`src/rtl/div_unit_pkg.sv`:
```
// Shared state encodings, iteration count and operand helper for the
// iterative divider.
package div_unit_pkg;

  typedef enum logic [1:0] {
    DIV_IDLE  = 2'd0,
    DIV_RUN   = 2'd1,
    DIV_FIXUP = 2'd2,
    DIV_DONE  = 2'd3
  } div_state_e;

  localparam int DIV_ITERS = 32;

  // Magnitude of an operand: the absolute value for signed, the raw value for unsigned.
  function automatic logic [31:0] div_mag(input logic [31:0] v, input logic is_sgn);
    return (is_sgn && v[31]) ? (32'd0 - v) : v;
  endfunction

endpackage

```
`src/rtl/div_unit_step.sv`:
```
// One restoring-division step: shift {rem, quo} left by one, then subtract
// the divisor magnitude when it fits.
module div_unit_step #(
  parameter int WIDTH = 32
) (
  input  logic [WIDTH-1:0] rem_i,
  input  logic [WIDTH-1:0] quo_i,
  input  logic [WIDTH-1:0] dmag_i,
  output logic [WIDTH-1:0] rem_o,
  output logic [WIDTH-1:0] quo_o
);

  logic [WIDTH:0]   shifted;
  logic [WIDTH+1:0] trial;
  logic             fits;
  logic             unused_bits;

  // The shifted remainder can need WIDTH+1 bits; the extra top bit of trial
  // is the borrow that decides the quotient bit.
  assign shifted     = {rem_i, quo_i[WIDTH-1]};
  assign trial       = {1'b0, shifted} - {2'b00, dmag_i};
  assign fits        = ~trial[WIDTH+1];
  assign unused_bits = ^{trial[WIDTH], shifted[WIDTH]};

  always_comb begin
    quo_o = {quo_i[WIDTH-2:0], fits};
    rem_o = fits ? trial[WIDTH-1:0] : shifted[WIDTH-1:0];
  end

endmodule

```
`src/rtl/div_unit.sv`:
```
// Iterative 32-bit DIV/DIVU unit: hi = remainder, lo = quotient, written back
// through a one-cycle has_div_w pulse.
module div_unit
  import div_unit_pkg::*;
#(
  parameter int WIDTH = 32,
  parameter int ITERS = DIV_ITERS
) (
  input  logic             clock,
  input  logic             reset,
  input  logic             start,
  input  logic             is_signed,
  input  logic             cancel,
  input  logic [WIDTH-1:0] dividend,
  input  logic [WIDTH-1:0] divisor,
  output logic             busy,
  output logic             has_div_w,
  output logic [WIDTH-1:0] reg_hi_w,
  output logic [WIDTH-1:0] reg_lo_w
);

  localparam int CW = $clog2(ITERS);

  div_state_e       state_q, state_d;
  logic [WIDTH-1:0] rem_q, rem_d;
  logic [WIDTH-1:0] quo_q, quo_d;
  logic [WIDTH-1:0] dmag_q, dmag_d;
  logic [CW-1:0]    cnt_q, cnt_d;
  logic             negq_q, negq_d;
  logic             negr_q, negr_d;
  logic [WIDTH-1:0] hi_q, hi_d;
  logic [WIDTH-1:0] lo_q, lo_d;
  logic [WIDTH-1:0] step_rem;
  logic [WIDTH-1:0] step_quo;

  div_unit_step #(.WIDTH(WIDTH)) u_step (
    .rem_i  (rem_q),
    .quo_i  (quo_q),
    .dmag_i (dmag_q),
    .rem_o  (step_rem),
    .quo_o  (step_quo)
  );

  always_ff @(posedge clock or posedge reset) begin
    if (reset) begin
      state_q <= DIV_IDLE;
      rem_q   <= '0;
      quo_q   <= '0;
      dmag_q  <= '0;
      cnt_q   <= '0;
      negq_q  <= 1'b0;
      negr_q  <= 1'b0;
      hi_q    <= '0;
      lo_q    <= '0;
    end else begin
      state_q <= state_d;
      rem_q   <= rem_d;
      quo_q   <= quo_d;
      dmag_q  <= dmag_d;
      cnt_q   <= cnt_d;
      negq_q  <= negq_d;
      negr_q  <= negr_d;
      hi_q    <= hi_d;
      lo_q    <= lo_d;
    end
  end

  always_comb begin
    state_d = state_q;
    rem_d   = rem_q;
    quo_d   = quo_q;
    dmag_d  = dmag_q;
    cnt_d   = cnt_q;
    negq_d  = negq_q;
    negr_d  = negr_q;
    hi_d    = hi_q;
    lo_d    = lo_q;
    case (state_q)
      DIV_IDLE: begin
        if (start && !cancel) begin
          negq_d = is_signed & (dividend[WIDTH-1] ^ divisor[WIDTH-1]);
          negr_d = is_signed & dividend[WIDTH-1];
          if (divisor == '0) begin
            hi_d    = dividend;
            lo_d    = '1;
            state_d = DIV_DONE;
          end else begin
            rem_d   = '0;
            quo_d   = div_mag(dividend, is_signed);
            dmag_d  = div_mag(divisor, is_signed);
            cnt_d   = '0;
            state_d = DIV_RUN;
          end
        end
      end
      DIV_RUN: begin
        rem_d = step_rem;
        quo_d = step_quo;
        cnt_d = cnt_q + 1'b1;
        if (cnt_q == CW'(ITERS - 1)) state_d = DIV_FIXUP;
      end
      DIV_FIXUP: begin
        // negq/negr are only ever set for signed operations.
        lo_d    = negq_q ? ('0 - quo_q) : quo_q;
        hi_d    = negr_q ? ('0 - rem_q) : rem_q;
        state_d = DIV_DONE;
      end
      DIV_DONE: state_d = DIV_IDLE;
      default:  state_d = DIV_IDLE;
    endcase
    if (cancel && state_q != DIV_IDLE) begin
      state_d = DIV_IDLE;
      hi_d    = hi_q;
      lo_d    = lo_q;
    end
  end

  assign busy      = (state_q != DIV_IDLE);
  assign has_div_w = (state_q == DIV_DONE) && !cancel;
  assign reg_hi_w  = hi_q;
  assign reg_lo_w  = lo_q;

endmodule
```
`config.mk`:
```
export PLATFORM = sky130hd
export DESIGN_NAME = div_unit
export DESIGN_NICKNAME = d
export VERILOG_FILES = /design/src/rtl/div_unit_pkg.sv /design/src/rtl/div_unit_step.sv /design/src/rtl/div_unit.sv
export SDC_FILE = /design/constraint.sdc
export NUM_CORES = 1
export LEC_CHECK = 0
export ABC_AREA = 1
export CORE_MARGIN = 2
export CORE_UTILIZATION = 30
export DETAILED_ROUTE_END_ITERATION = 8
export PLACE_DENSITY = 0.45
export SLEW_MARGIN = 10
export SYNTH_ARGS = -nofsm -noshare
export SYNTH_HDL_FRONTEND = slang
export SYNTH_SLANG_ARGS = --single-unit
```
`constraint.sdc`:
```
create_clock -name clock -period 14.5 [get_ports clock]
set_clock_uncertainty 0.2 [all_clocks]
set_input_delay 3.625 -clock clock [delete_from_list [all_inputs] [get_ports clock]]
set_output_delay 3.625 -clock clock [all_outputs]
set_load 0.01 [all_outputs]
```
==> impl_metrics.tcl <==
set metrics [dict create \
    synth_edf_count 0 \
    period_share_pct 59.0 \
    swShare_pct 53.7 \
    cp-startpoint "cancel" \
    worstPathArrival_ps 4730 \
    finalNetCount 2391 \
    grt_use_total_pct 21.6 \
    critPathMaxFanout 3 \
    antenna_found_initial 0 \
    cts.sinks 169 \
    clkTransAtPathRegs_ps 70 \
    required_ps 10680 \
    cts_setup_buffers 0 \
    hold_viol_final 0 \
    placement.io_buffers 134 \
    core-area_um2 45300 \
    grt_pass1_vias 13600 \
    grtUsageMet2_pct 36.7 \
    crit_top_cell "clkdlybuf4s50_1" \
    gp_congestion 0.909 \
    synth.area.top_cells "dfrtp_1 (31%), nand2_1 (19%), nand3_1 (8.5%)" \
    r2r_start "state_q[1]$_DFFE_PP0P_" \
    first_pass_iters 5 \
    grt.met1_usage_pct 28.6 \
    n_antenna_cell 0 \
    switchingPower_mw 2.11 \
    grt-ovfl-total 0 \
    synthArstFlopShare_pct 100 \
    holdBufCountCts 0 \
    timing.rr.end "quo_q[11]$_DFFE_PP0P_" \
    drt-total-wl_um 50300 \
    endpoint "has_div_w" \
    wl_per_cell_um 17.4 \
    worstSetupPathType "primary input to primary output" \
    p_seq_share_pct 23.4 \
    area_delta_synth_final_pct 16.8 \
    timing.fmax_mhz 117 \
    die_area_um2 47500 \
    drive_above_1_share_pct 3.32 \
    ys.flop_type "dfrtp_1" \
    placementRows 78 \
    grt_pass1_wl_um 78500 \
    fin_crit_ps 8550 \
    r2r_setup_slack_ps 10580 \
    finalMaxSlewViolations 0 \
    place_hpwl_um 40100 \
    peakVddDrop_v 0.0000869 \
    hold_path.class "flop to flop" \
    cp_slowest_stage_delay_ps 540 \
    synth_largest_area_cell "dfrtp_1" \
    yosys_warnings 0 \
    vias 14100 \
    ios 135 \
    min_delay_path_depth 2 \
    clkPwrFrac_pct 11.7 \
    use_met3_pct 3.42 \
    cts_tree "built" \
    ys_seq_area_share_pct 30.8 \
    syn_inst 2190 \
    start_util_pct 30.3 \
    grt_max_degree 69 \
    grt_setup_unrepaired "no" \
    maxSlewHeadroom_pct 30.4 \
    grt.busiest_layer "met2" \
    htreeDepth 4 \
    path_cells "clkdlybuf4s50_1 > nor2_1 > clkdlybuf4s50_1" \
    netlist.area_leader.share_pct 30.8 \
    final_antenna_net_count 0 \
    synth_nets 2302 \
    ys_ff_latch 169 \
    p_int_mw 1.82 \
    synth.most_common_cell "nand2_1" \
    power.total_mw 3.93 \
    clk_latency_ps 480 \
    outcome "completed" \
    max-clock-path-buffers 2 \
    ys_types 44 \
    synth_commonest_cells "nand2_1 (702), inv_1 (297), nor2_1 (244), nand3_1 (232), dfrtp_1 (169)" \
    power.share.combinational_pct 64.9 \
    leakage_nw 7.86 \
    endpoint_kind "primary output" \
    powerDensity_nw_per_um2 245 \
    ff2ff_path_depth 8 \
    clock_tree.root_cell "clkbuf_16" \
    startpoint_type "primary input" \
    synth.avg_cell_area_um2 6.27 \
    drt_iter0_markers 1109 \
    syn_area_um2 13700 \
    avgViaCountPerCell 4.87 \
    post_cts_resized 0 \
    tns_ps 0 \
    max_cap_violations 0 \
    setup_violations 0 \
    fp.dieH_um 218 \
    drc 0 \
    die_width_um 218 \
    cp_slowest_cell "clkdlybuf4s50_1" \
    worstMarginPinSlew_ps 1040 \
    numCtsBuffers 17 \
]
worst min-delay path by stage:
stage | from | end | slack [ps]
floorplan | cnt_q[4]$_DFFE_PP0P_ | cnt_q[4]$_DFFE_PP0P_ | 250
global placement | cnt_q[4]$_DFFE_PP0P_ | cnt_q[4]$_DFFE_PP0P_ | 260
detailed placement | reg_hi_w[24]$_DFFE_PP0P_ | reg_hi_w[24]$_DFFE_PP0P_ | 270
CTS | reg_hi_w[24]$_DFFE_PP0P_ | reg_hi_w[24]$_DFFE_PP0P_ | 280
global route | dmag_q[24]$_DFFE_PP0P_ | dmag_q[24]$_DFFE_PP0P_ | 310
finish | reg_hi_w[24]$_DFFE_PP0P_ | reg_hi_w[24]$_DFFE_PP0P_ | 280
per-stage QoR:
step	cell area (um2)	instances	setup slack [ps]	util, %	hold WS, ps
detailed placement	15500	2860	5940	34.2	266
global placement	15500	2860	5940	34.2	264
global route	16100	2892	5900	35.4	305
floorplan	13700	2190	6100	-	248
finish	16100	2892	5950	35.4	282
CTS	16100	2892	5940	35.4	284
cell type report:
type	count	area [um2]
Clock inverter	14	124
Inverter	305	1150
Timing Repair Buffer	141	1390
Sequential cell	169	4230
Clock buffer	18	439
Fill cell	5092	29200
Tap cell	600	751
Multi-Input combinational cell	1645	7960
worst max-delay path: cells and delay by family:
| kind | cells | cell delay (ps) |
|---|---|---|
| and+or+nand+nor | 1 | 110 |
| buffers and inverters | 2 | 980 |
power groups by stage:
stage	sequential (mW)	clock (mW)	combinational [mW]
after detailed placement	0.932	0	2.55
after floorplan	0.881	0	1.79
after CTS	0.923	0.471	2.56
after global placement	0.929	0	2.54
after global routing	0.954	0.491	2.90
final	0.922	0.461	2.55
state kept, by name (all words and copies together) (netlist names):
register / count
quo_q: 32
negr_q: 1
reg_lo_w: 32
negq_q: 1
state_q: 2
dmag_q: 32
cnt_q: 5
reg_hi_w: 32
rem_q: 32
cell usage in the layout, fill, tap and decap left out, drive strengths merged, types with 2 or more instances in the layout:
cell type / n
xnor2: 19
o31ai: 6
nand2: 709
a21oi: 80
nor4: 2
o21ai: 109
clkbuf: 18
nand3b: 12
nor2: 249
xor2: 52
buf: 7
nor3: 28
and2: 3
or2: 6
o21bai: 3
clkinv: 3
o22ai: 7
nand4: 26
o22a: 2
a31oi: 26
inv: 315
dfrtp: 169
ha: 42
clkdlybuf4s50: 134
o211ai: 23
nand3: 236
metal layers:
metal | routed length [um] | up-vias | part of all wire, %
met5 | 0 | - | 0
met1 | 23200 | 6555 | 46
met3 | 2300 | 47 | 4.6
li1 | - | 7160 | -
met2 | 23900 | 331 | 48
met4 | 892 | 0 | 1.8
kinds of logic (layout without fill, tap and decap cells):
| logic type | after synthesis | in the layout | synth area share, % |
|---|---|---|---|
| compound gates | 258 | 258 | 10.7 |
| xor+xnor | 71 | 71 | 4.53 |
| buf+inv | 376 | 478 | 11.3 |
| simple gates | 1273 | 1273 | 38.8 |
| fa+ha+maj | 43 | 43 | 3.97 |
| flops | 169 | 169 | 30.8 |
(Power assumes the default switching activity.)
